## src/rtl/bus_port_pkg.sv

```systemverilog
// Shared types and defaults for the per-device bus port adapter.
package bus_port_pkg;

    localparam int PCKG_SZ = 16;
    localparam int DEPTH   = 8;
    localparam int ID_W    = 8;

    localparam logic [ID_W-1:0] BROADCAST_ID = 8'hFF;

    typedef logic [PCKG_SZ-1:0] pkt_t;

    // Destination ID lives in the top ID_W bits of every packet.
    function automatic logic [ID_W-1:0] get_dest_id(input pkt_t pkt);
        return pkt[PCKG_SZ-1 -: ID_W];
    endfunction

endpackage

```

## src/rtl/sync_fifo_fwft.sv

```systemverilog
// First-word-fall-through synchronous FIFO with a drop pulse for rejected
// writes. A full queue still accepts a write when a read happens in the
// same cycle. The head is shown straight from storage, and 0 when empty.
module sync_fifo_fwft
    import bus_port_pkg::*;
#(
    parameter  int pckg_sz = PCKG_SZ,
    parameter  int depth   = DEPTH,
    localparam int cnt_w   = $clog2(depth) + 1,
    localparam int ptr_w   = $clog2(depth)
) (
    input  logic               clk,
    input  logic               reset,
    input  logic               wr,
    input  logic [pckg_sz-1:0] wr_data,
    input  logic               rd,
    output logic [pckg_sz-1:0] rd_data,
    output logic [cnt_w-1:0]   count,
    output logic               full,
    output logic               empty,
    output logic               drop
);

    localparam logic [cnt_w-1:0] FULL_CNT = cnt_w'(depth);

    logic [pckg_sz-1:0] mem [depth];
    logic [ptr_w-1:0]   wr_ptr;
    logic [ptr_w-1:0]   rd_ptr;
    logic               rd_ok;
    logic               wr_ok;

    // Flags come only from the registered count, never from rd/wr.
    assign full  = (count == FULL_CNT);
    assign empty = (count == '0);

    // A read on an empty queue is ignored. A full queue takes a write only
    // when the head leaves in the same cycle.
    assign rd_ok = rd && !empty;
    assign wr_ok = wr && (!full || rd_ok);
    assign drop  = wr && full && !rd;

    assign rd_data = empty ? '0 : mem[rd_ptr];

    // Storage write. Gated by reset so a write in the reset cycle is discarded.
    always_ff @(posedge clk) begin
        if (!reset && wr_ok) mem[wr_ptr] <= wr_data;
    end

    // Pointers wrap naturally (depth is a power of two); count tracks occupancy.
    always_ff @(posedge clk) begin
        if (reset) begin
            wr_ptr <= '0;
            rd_ptr <= '0;
            count  <= '0;
        end else begin
            if (wr_ok) wr_ptr <= wr_ptr + ptr_w'(1);
            if (rd_ok) rd_ptr <= rd_ptr + ptr_w'(1);
            count <= count + cnt_w'(wr_ok) - cnt_w'(rd_ok);
        end
    end

endmodule

```

## src/rtl/bus_port_fifo.sv

```systemverilog
// Per-device bus port adapter. The TX queue feeds the arbiter on pndng/D_pop,
// and the RX queue captures arbiter deliveries for the device. Packets pass
// through untouched; routing is left to the arbiter.
module bus_port_fifo
    import bus_port_pkg::*;
#(
    parameter  int pckg_sz = PCKG_SZ,
    parameter  int depth   = DEPTH,
    localparam int cnt_w   = $clog2(depth) + 1
) (
    input  logic               clk,
    input  logic               reset,
    input  logic               dev_wr,
    input  logic [pckg_sz-1:0] dev_wr_data,
    output logic               dev_full,
    output logic               pndng,
    output logic [pckg_sz-1:0] D_pop,
    input  logic               pop,
    input  logic               push,
    input  logic [pckg_sz-1:0] D_push,
    input  logic               dev_rd,
    output logic [pckg_sz-1:0] dev_rd_data,
    output logic               dev_rx_valid,
    output logic [cnt_w-1:0]   tx_count,
    output logic [cnt_w-1:0]   rx_count,
    output logic [7:0]         tx_drop_cnt,
    output logic [7:0]         rx_drop_cnt
);

    logic tx_empty, tx_drop;
    logic rx_full, rx_empty, rx_drop;

    sync_fifo_fwft #(.pckg_sz(pckg_sz), .depth(depth)) u_tx (
        .clk     (clk),
        .reset   (reset),
        .wr      (dev_wr),
        .wr_data (dev_wr_data),
        .rd      (pop),
        .rd_data (D_pop),
        .count   (tx_count),
        .full    (dev_full),
        .empty   (tx_empty),
        .drop    (tx_drop)
    );

    sync_fifo_fwft #(.pckg_sz(pckg_sz), .depth(depth)) u_rx (
        .clk     (clk),
        .reset   (reset),
        .wr      (push),
        .wr_data (D_push),
        .rd      (dev_rd),
        .rd_data (dev_rd_data),
        .count   (rx_count),
        .full    (rx_full),
        .empty   (rx_empty),
        .drop    (rx_drop)
    );

    assign pndng        = !tx_empty;
    assign dev_rx_valid = !rx_empty;

    // Saturating count of device writes rejected by a full TX queue.
    always_ff @(posedge clk) begin
        if (reset)                                tx_drop_cnt <= '0;
        else if (tx_drop && tx_drop_cnt != 8'hFF) tx_drop_cnt <= tx_drop_cnt + 8'd1;
    end

    // Saturating count of bus pushes rejected by a full RX queue.
    always_ff @(posedge clk) begin
        if (reset)                                rx_drop_cnt <= '0;
        else if (rx_drop && rx_drop_cnt != 8'hFF) rx_drop_cnt <= rx_drop_cnt + 8'd1;
    end

endmodule
```

## config.mk

```make
export PLATFORM = sky130hd
export DESIGN_NAME = bus_port_fifo
export DESIGN_NICKNAME = d
export VERILOG_FILES = /design/src/rtl/bus_port_pkg.sv /design/src/rtl/sync_fifo_fwft.sv /design/src/rtl/bus_port_fifo.sv
export SDC_FILE = /design/constraint.sdc
export NUM_CORES = 1
export LEC_CHECK = 0
export BUFFER_PORTS_ARGS = -buffer_cell sky130_fd_sc_hd__buf_2
export CAP_MARGIN = 20
export CORE_MARGIN = 2
export CORE_UTILIZATION = 35
export DETAILED_ROUTE_END_ITERATION = 6
export PLACE_DENSITY_LB_ADDON = 0.25
export SYNTH_ARGS = -nofsm -noshare
export SYNTH_HDL_FRONTEND = slang
export SYNTH_SLANG_ARGS = --single-unit
```

## constraint.sdc

```tcl
create_clock -name clk -period 3.5 [get_ports clk]
set_clock_uncertainty 0.2 [all_clocks]
set_input_delay 0.35 -clock clk [delete_from_list [all_inputs] [get_ports clk]]
set_output_delay 0.35 -clock clk [all_outputs]
set_load 0.05 [all_outputs]
```

==> qor.txt, run 1 <==
Slew @ Worst Pin = 0.896 ns
Vias = 6,131
# clock sinks = 298
Logic pwr share = 27.7%
Worst setup EP type = primary output
Critical Path AT = 2.48 ns
Fmax = 330 MHz
Final std cells w/o fill = 1,287
Crit-path cells = buf_12, mux4_2, mux2i_1, nor2_1, buf_2
Cell internal pwr = 7460 uW
Share of cells above drive strength 1 = 30.9%
Row count = 67
Slowest stage delay, CP = 0.62 ns
CP Data Required Time = 2.95 ns
Total count of hold-check failures in the final report = 0
Worst path buffer plus inverter count = 2
Ports = 97
Seq pwr share = 38.0%
Max rail drop VDD = 0.392 mV
Post-CTS sizing = 0
Vias per cell = 4.76
Design Power = 11,000 uW
Cells on Worst Hold Path = 4
Initial Util = 35.4%
CTS Hold Buffers Added = 34
Pre-CTS setup slack = 0.484 ns
Core area = 33,400 um^2
Synth Register Bits = 298
P_sw = 3510 uW
Antenna violations before repair = 0
Final #Nets = 869
Fin util = 43.8%
Worst hold endpoint = u_rx.wr_ptr[2]$_SDFFE_PP0N_
Reg clk slew, reported paths = 0.06 ns
Post-Syn Area per Cell = 18.2 um^2
Min-delay worst type = in2reg
Final setup margin = 0.469 ns
R2R cell count = 10
FF-to-FF setup slack = 0.52 ns
Die width = 188 um
CTS root buf = clkbuf_16
RR Startpoint = u_tx.count[2]$_SDFF_PP0_
Gr usage total = 13.3%
Post-synth EDFFs = 256
Final setup violation count = 0
RD Place Congestion = 0.713
Routed len/inst = 18.2 um
Clock power share = 34.4%
Final HPWL DP = 13,800 um
Die footprint = 35,200 um^2
Netlist Area Pre-Place = 11,800 um^2
Post-synth net total = 703
Cell Pwr Density = 751 nW/um^2
Post-CTS Setup Inserts = 0
Main synth FF type = edfxtp_1
Bufs on Longest Clock Path = 3
Cell family with most CP delay = multiplexers
Hold Path Origin = push
H-Tree Depth = 2
First-pass GRT wire length = 36,300 um
Switch share = 32.0%
Area grow syn2layout = 23.7%
Largest net degree at the start of global routing = 33
CTS tree = yes
Worst path slowest cell = dfxtp_2
Tmin final = 3.03 ns
Skew-Pair Late Insertion Delay = 0.51 ns
Initial DRT Pass Iterations = 4
Antenna Nets Post-Route = 0
Leak = 0.00494 uW
Critical path class = reg2out
Part of the cycle the worst path needs = 86.6%
Synth Instances = 647
Setup crit start kind = flip-flop
Routed wire length = 23,400 um
Diode count = 0
Die H = 188 um
Slew Limit Headroom = 40.2%
Asr flop ratio synth = 0%
R2R Path End = u_tx.count[2]$_SDFF_PP0_
Placed cells = 1,191
Distinct cells, synth = 48
Max_cap viols = 0
Register area share after synthesis = 72.3%
Outcome = finished clean
Gr ovfl total = 0
Port bufs = 96
Drt initial violations = 308
CTS Buf Count = 34
DRC = 0
Synth warn = 0
RSZ-0062 raised after global routing = no
Post-route setup TNS = 0 ns
Vias in the first global route = 6,338
Fillers = 2,991
Crit-path max FO = 21
Fin. max-slew vios = 0
==> worst max-delay path by stage <==
stage | slack [ns] | start | cells past startpoint | endpoint
after CTS | 0.36 | flip-flop | 5 | D_pop[0]
after global placement | 0.54 | u_tx.count[2]$_SDFF_PP0_ | 10 | u_tx.count[2]$_SDFF_PP0_
after floorplan | 0.13 | u_tx.count[2]$_SDFF_PP0_ | 7 | u_tx.mem[0][0]$_DFFE_PP_
final | 0.47 | flip-flop | 5 | D_pop[0]
after global routing | 0.27 | u_tx.count[2]$_SDFF_PP0_ | 10 | u_tx.count[2]$_SDFF_PP0_
after detailed placement | 0.48 | u_tx.count[2]$_SDFF_PP0_ | 10 | u_tx.count[2]$_SDFF_PP0_
==> power by group through the flow <==
stage	sequential, uW	clock, uW	combinational [uW]
final	4170	3770	3030
after global routing	4190	4030	3250
after CTS	4170	3880	3090
after detailed placement	4240	0	3050
after global placement	4240	0	3040
after floorplan	4310	0	2230
==> cells by family (layout without fill, tap and decap cells) <==
group | count (synthesis) | count (layout) | synth area share [%]
fa+ha+maj | 18 | 18 | 2.04
buf+inv | 43 | 235 | 1.47
flops | 298 | 298 | 72.3
simple gates | 140 | 140 | 5.77
xor+xnor | 15 | 15 | 1.11
compound gates | 32 | 32 | 1.99
mux | 101 | 101 | 15.4
==> cells in the mapped netlist, drive strengths merged (3+ instances only) <==
| cell | number | area, um^2 |
|---|---|---|
| nor3 | 8 | 45.0 |
| nand4 | 4 | 25.0 |
| nor4 | 7 | 43.8 |
| and3 | 3 | 18.8 |
| or3 | 3 | 18.8 |
| xor2 | 10 | 87.6 |
| nor2 | 65 | 244 |
| edfxtp | 256 | 7690 |
| nand2 | 15 | 56.3 |
| nor2b | 6 | 37.5 |
| inv | 16 | 60.1 |
| nand3 | 14 | 70.1 |
| buf | 12 | 57.6 |
| o21ai | 6 | 33.8 |
| a21oi | 11 | 55.1 |
| nand2b | 6 | 37.5 |
| clkbuf | 15 | 56.3 |
| dfxtp | 42 | 841 |
| ha | 16 | 200 |
| xnor2 | 5 | 43.8 |
| mux2i | 37 | 370 |
| o211ai | 3 | 41.3 |
| mux4 | 64 | 1440 |
==> area by class of cell <==
cell class	count	area, um^2	area share, %
flip-flops and latches	298	8530	58.4
multi-input cells	306	3200	21.9
repair buffers	157	1050	7.18
clock buffers	45	923	6.32
well taps	448	561	3.84
clock inverters	17	282	1.93
inverters	16	60.1	0.411
==> flip-flops by register name (all words and copies together), names as in the netlist, named ones only <==
signal	flops
u_tx.mem	128
u_tx.rd_ptr	3
tx_drop_cnt	8
u_tx.count	4
u_rx.mem	128
u_tx.wr_ptr	3
u_rx.count	4
u_rx.wr_ptr	3
u_rx.rd_ptr	3
rx_drop_cnt	8
==> stage by stage <==
| stage | hold slack, ns | area, um^2 |
|---|---|---|
| floorplan | 0.249 | 11800 |
| global placement | 0.275 | 13100 |
| detailed placement | 0.285 | 13100 |
| CTS | 0.0353 | 14600 |
| global route | 0.0872 | 14600 |
| finish | 0.0547 | 14600 |
==> worst register-to-register path: cells and delay by family (launching register included) <==
kind	cells	cell delay (ns)
xor gates and xnor gates	1	0.18
buffers and inverters	2	0.31
AOI/OAI and AO/OA	1	0.12
and+or+nand+nor	3	0.96
DFF	1	0.30
adders and majority gates	3	0.79
==> placed cells by master (no fill, tap or decap), types with 3 or more instances in the layout <==
master / count
xor2_1: 10
ha_1: 16
clkinv_1: 5
mux2i_1: 37
nor2b_1: 6
dfxtp_1: 40
xnor2_1: 5
o21ai_0: 5
nor4_1: 3
bufinv_16: 7
clkbuf_1: 9
nor3_2: 6
a21oi_1: 11
mux4_2: 64
nand3_1: 14
nand2b_1: 6
inv_1: 15
clkbuf_16: 35
buf_4: 25
dlygate4sd3_1: 34
edfxtp_1: 256
and3_1: 3
nor2_1: 65
nand2_1: 15
nor4_4: 4
buf_2: 96
or3_1: 3
nand4_1: 4
==> per-layer routing <==
| layer | global-route usage (%) | routed length, um | up-vias |
|---|---|---|---|
| li1 | - | - | 2884 |
| met1 | 17.9 | 10500 | 3086 |
| met2 | 21.9 | 11300 | 127 |
| met3 | 2.62 | 1100 | 34 |
| met4 | 4.03 | 467 | 0 |
| met5 | 0 | 0 | - |
(Power assumes the default switching activity.)
==> run 2, diff against run 1 <==
- clock period: 3.5 -> 2.5 ns (I/O delays scaled with it)
==> qor.txt, run 2 (synthesis results as in run 1) <==
RR Startpoint = u_rx.count[2]$_SDFF_PP0_
Min-delay worst type = in2reg
Slew Limit Headroom = 37.1% (-3.1 points)
M1 GR Usage = 20.3% (+2.4 points)
R2R cell count = 7 (-3)
Violated checks = negative setup slack
Routed wire length = 24,400 um (+4.3%)
Vias = 6,270 (+2.3%)
Design Power = 15,800 uW (+44%)
Final setup violation count = 16 (+16)
Bufs on Longest Clock Path = 3 (unchanged)
Pre-CTS setup slack = 0.0852 ns (-0.399 ns)
FF-to-FF setup slack = 0.12 ns (-0.40 ns)
Placed inst area = 13,400 um^2 (+2.5%)
Area grow syn2layout = 29.1%
Outcome = finished, violations left
Slew @ Worst Pin = 0.941 ns (+0.0452 ns)
Vias per cell = 4.83 (+1.4%)
Total count of hold-check failures in the final report = 0 (unchanged)
Final std cells w/o fill = 1,298 (+0.85%)
Max rail drop VDD = 0.553 mV (+41%)
First-pass GRT wire length = 38,500 um (+6.1%)
Skew-Pair Late Insertion Delay = 0.50 ns (about the same)
CTS Buf Count = 34 (unchanged)
Largest net degree at the start of global routing = 39 (+18%)
Fillers = 2,934 (-1.9%)
Antenna violations before repair = 1 (+1)
# clock sinks = 298 (unchanged)
Busiest grt layer = met2
Die width = 188 um (unchanged)
Tmin final = 2.54 ns
Max_cap viols = 0 (unchanged)
Final setup margin = -0.0394 ns (-0.508 ns)
Critical path class = reg2out
Gr usage total = 14.2% (+0.90 points)
H-Tree Depth = 2 (unchanged)
Leak = 0.00508 uW (+2.9%)
Crit-path max FO = 8 (-62%)
Post-route setup TNS = -0.302 ns (-0.302 ns)
Final #Nets = 881 (+1.4%)
Critical Path AT = 2.09 ns (-0.39 ns)
RD Place Congestion = 0.718 (+0.62%)
DRC = 0 (unchanged)
Drt initial violations = 400 (+30%)
Met3 Use GR = 2.60% (-0.019 points)
Part of the cycle the worst path needs = 102%
Setup crit start kind = flip-flop
Fin area = 15,200 um^2 (+4.3%)
Placed cells = 1,193 (+0.17%)
Most frequent cells in the layout = edfxtp_1, mux4_2, buf_2
Met2 Use GR = 22.4% (+0.48 points)
R2R Path End = u_rx.mem[5][7]$_DFFE_PP_
Routed len/inst = 18.8 um (+3.4%)
RSZ-0062 raised after global routing = yes
Cell Pwr Density = 1040 nW/um^2 (+38%)
Worst setup EP type = primary output
CTS tree = yes
Initial DRT Pass Iterations = 4 (unchanged)
Final HPWL DP = 13,600 um (-1.4%)
CTS root buf = clkbuf_16
Die footprint = 35,200 um^2 (unchanged)
Cells on Worst Hold Path = 4 (unchanged)
CP Data Required Time = 2.05 ns (-0.90 ns)
Antenna Nets Post-Route = 0 (unchanged)
Die H = 188 um (unchanged)
Leading cell type in the layout, fill and taps excluded = edfxtp_1
Worst setup path end = dev_rd_data[10]
Fmax = 394 MHz
Port bufs = 96 (unchanged)
Ports = 97 (unchanged)
Gr ovfl total = 0 (unchanged)
Reg clk slew, reported paths = 0.06 ns (about the same)
Row count = 67 (unchanged)
Fin. max-slew vios = 0 (unchanged)
Core area = 33,400 um^2 (unchanged)
Vias in the first global route = 6,627 (+4.6%)
Regs by FF count = u_rx.mem (128), u_tx.mem (128)
Hold Path Origin = dev_rd
Initial Util = 35.4% (unchanged)
Share of cells above drive strength 1 = 36.2% (+5.3 points)
[run 2: report_power, final]
| part | leakage [uW] | internal (uW) | switching [uW] |
|---|---|---|---|
| Combinational | 0.00192 | 2210 | 3100 |
| Sequential | 0.00266 | 5670 | 190 |
| Clock | 0.000502 | 2720 | 1900 |
| Total | 0.00508 | 10600 | 5190 |
[run 2: final cells by class]
class	count	area [um^2]	area share, %
Clock inverter	14	116	0.764
Multi-Input combinational cell	306	3360	22.0
Clock buffer	46	926	6.08
Sequential cell	298	8560	56.2
Antenna cell	1	2.50	0.0164
Tap cell	448	561	3.68
Timing Repair Buffer	169	1640	10.7
Inverter	16	77.6	0.509
[run 2: stage by stage]
| stage | hold WS [ns] | util (%) |
|---|---|---|
| floorplan | 0.149 | - |
| global placement | 0.275 | 40.1 |
| detailed placement | 0.281 | 40.1 |
| CTS | 0.00260 | 45.7 |
| global route | 0.0441 | 45.6 |
| finish | 0.0124 | 45.6 |
[run 2: worst min path at each step]
stage,end,slack [ns]
after floorplan,u_rx.mem[0][0]$_DFFE_PP_,0.15
after global placement,u_tx.rd_ptr[1]$_SDFFE_PP0P_,0.28
after detailed placement,u_tx.rd_ptr[1]$_SDFFE_PP0P_,0.28
after CTS,u_rx.rd_ptr[1]$_SDFFE_PP0P_,0.003
after global routing,u_rx.rd_ptr[1]$_SDFFE_PP0P_,0.04
final,u_rx.rd_ptr[1]$_SDFFE_PP0P_,0.01
[run 2: per-layer routing]
layer,vias to the layer above,wire length (um),part of all wire (%)
met5,-,0,0
met1,3170,11400,47
met3,35,1020,4.2
met2,143,11600,47
li1,2922,-,-
met4,0,458,1.9
[run 2: critical path, cell delays in order (launching register included)]
cell	delay (ns)
dfxtp_4	0.44
buf_12	0.17
mux4_2	0.52
mux2i_2	0.20
nor2_1	0.08
buf_6	0.16
[run 2: what timing repair did]
action,CTS,global route
buffers inserted,4,0
cloned,6,0
hold endpoints to repair,265,0
pin swaps,2,9
hold buffers,36,0
resized for setup,76,6
endpoints found under the setup margin,32,64
==> run 3, diff against run 2 <==
- SKIP_CTS_REPAIR_TIMING: not set -> 1
==> qor.txt, run 3 (synthesis results as in run 1) <==
Area grow syn2layout = 28.2%
# clock sinks = 298 (unchanged)
Largest net degree at the start of global routing = 39 (unchanged)
Total count of hold-check failures in the final report = 1 (+1)
Row count = 67 (unchanged)
Part of the cycle the worst path needs = 101% (-0.39 points)
Cell internal pwr = 10,500 uW (-1.3%)
Logic pwr share = 32.9% (-0.7 points)
CTS tree = yes
Worst setup EP type = primary output
Slew Limit Headroom = 35.9% (-1.2 points)
Slew @ Worst Pin = 0.959 ns (+0.0179 ns)
Leading cell type in the layout, fill and taps excluded = edfxtp_1
Antenna violations before repair = 1 (unchanged)
Regs by FF count = u_rx.mem (128), u_tx.mem (128)
Cells on Worst Hold Path = 4 (unchanged)
Setup crit start kind = flip-flop
Final setup violation count = 6 (-10)
Final setup margin = -0.0297 ns (+0.00966 ns)
Switch share = 33.0% (+0.11 points)
Routed wl met2 = 11,600 um (+0.17%)
Outcome = finished, violations left
Core area = 33,400 um^2 (unchanged)
Routed met1 length = 11,600 um (+1.4%)
RD Place Congestion = 0.718 (unchanged)
Fmax = 395 MHz (+0.38%)
RSZ-0062 raised after global routing = yes
Die width = 188 um (unchanged)
Seq pwr share = 37.6% (+0.5 points)
Cell Pwr Density = 1030 nW/um^2 (-0.42%)
Vias per cell = 4.82 (-0.12%)
DRC = 0 (unchanged)
FF/Latch Area = 8560 um^2 (unchanged)
Die footprint = 35,200 um^2 (unchanged)
Top layer in use = met4
Ports = 97 (unchanged)
Bufs on Longest Clock Path = 3 (unchanged)
Vias in the first global route = 6,371 (-3.9%)
Critical path class = reg2out
Routed wl met3 = 955 um (-6.4%)
Max_cap viols = 0 (unchanged)
Violated checks = negative hold slack, negative setup slack
Routed wire length = 24,500 um (+0.41%)
Fin util = 45.3% (-0.32 points)
Share of cells above drive strength 1 = 36.0% (-0.18 points)
Skew-Pair Late Insertion Delay = 0.50 ns (about the same)
CTS Buf Count = 34 (unchanged)
H-Tree Depth = 2 (unchanged)
Hold slack = -0.0360 ns (-0.0483 ns)
Leak = 0.00504 uW (-0.72%)
Routed len/inst = 19.0 um (+0.72%)
CTS root buf = clkbuf_16
P_sw = 5150 uW (-0.79%)
Initial Util = 35.4% (unchanged)
Vias = 6,243 (-0.43%)
Antenna Nets Post-Route = 0 (unchanged)
Final HPWL DP = 13,600 um (unchanged)
Port bufs = 96 (unchanged)
First-pass GRT wire length = 36,400 um (-5.6%)
R2R cell count = 7 (unchanged)
Die H = 188 um (unchanged)
Crit-path max FO = 8 (unchanged)
Max rail drop VDD = 0.531 mV (-3.9%)
Min-delay worst type = in2reg
Footprint of the multi-input gates = 3350 um^2 (about the same)
Fin. max-slew vios = 0 (unchanged)
Most frequent cells in the layout = edfxtp_1, buf_2, mux4_2
Final #Nets = 877 (-0.45%)
Gr usage total = 13.4% (-0.82 points)
Gr ovfl total = 0 (unchanged)
CP Data Required Time = 2.05 ns (about the same)
Reg clk slew, reported paths = 0.06 ns (about the same)
Drt initial violations = 416 (+4.0%)
Fillers = 2,946 (+0.41%)
Initial DRT Pass Iterations = 4 (unchanged)
Tmin final = 2.53 ns (-0.00966 ns)
Clock power share = 29.5% (+0.2 points)
Critical Path AT = 2.08 ns (about the same)
run 3: power by group through the flow:
| stage | Clock (uW) | Sequential, uW | Combinational (uW) |
|---|---|---|---|
| floorplan | 0 | 6070 | 3290 |
| global placement | 0 | 5910 | 4530 |
| detailed placement | 0 | 5920 | 4550 |
| CTS | 4740 | 5820 | 4550 |
| global route | 4960 | 5890 | 5490 |
| finish | 4610 | 5860 | 5130 |
run 3: critical path, cell delays in order, from the launching register on:
cell       delay (ns)
dfxtp_4          0.42
clkbuf_16        0.20
mux4_2           0.52
mux2i_1          0.17
nor2_1           0.09
buf_6            0.17
run 3: metal layers:
metal  GRT usage [%]  vias to the layer above
met5               0                        -
met4            3.85                        0
met2            21.3                      125
met1            18.7                     3172
met3            2.66                       36
li1                -                     2910
run 3: layout make-up:
| type | instances | area share, % |
|---|---|---|
| tap | 448 | 3.71 |
| clock buffer | 46 | 6.12 |
| timing repair buffer | 165 | 10.1 |
| inverter | 16 | 0.513 |
| clock inverter | 14 | 0.769 |
| sequential | 298 | 56.6 |
| multi-input combinational | 306 | 22.2 |
| antenna | 1 | 0.0165 |
run 3: final timing paths:
kind / startpoint / endpoint / slack [ns]
worst max-delay path: flip-flop / dev_rd_data[1] / -0.03
worst min-delay path: push / u_rx.wr_ptr[2]$_SDFFE_PP0N_ / -0.04
worst max register to register: u_rx.count[2]$_SDFF_PP0_ / u_rx.mem[5][9]$_DFFE_PP_ / 0.11
worst min register to register: u_rx.rd_ptr[1]$_SDFFE_PP0P_ / u_rx.rd_ptr[1]$_SDFFE_PP0P_ / 0.29
run 3: through the flow:
step | power [uW] | worst slack, ns | std cells | area [um^2] | setup TNS (ns)
2_1_floorplan | 9360 | -0.205 | 647 | 12100 | -6.90
3_3_place_gp | 10400 | 0.129 | 1193 | 13400 | 0
3_5_place_dp | 10500 | 0.0852 | 1193 | 13400 | 0
4_1_cts | 15100 | -0.187 | 1253 | 14400 | -3.70
5_1_grt | 16300 | -0.111 | 1294 | 15100 | -2.73
6_report | 15600 | -0.0297 | 1294 | 15100 | -0.104
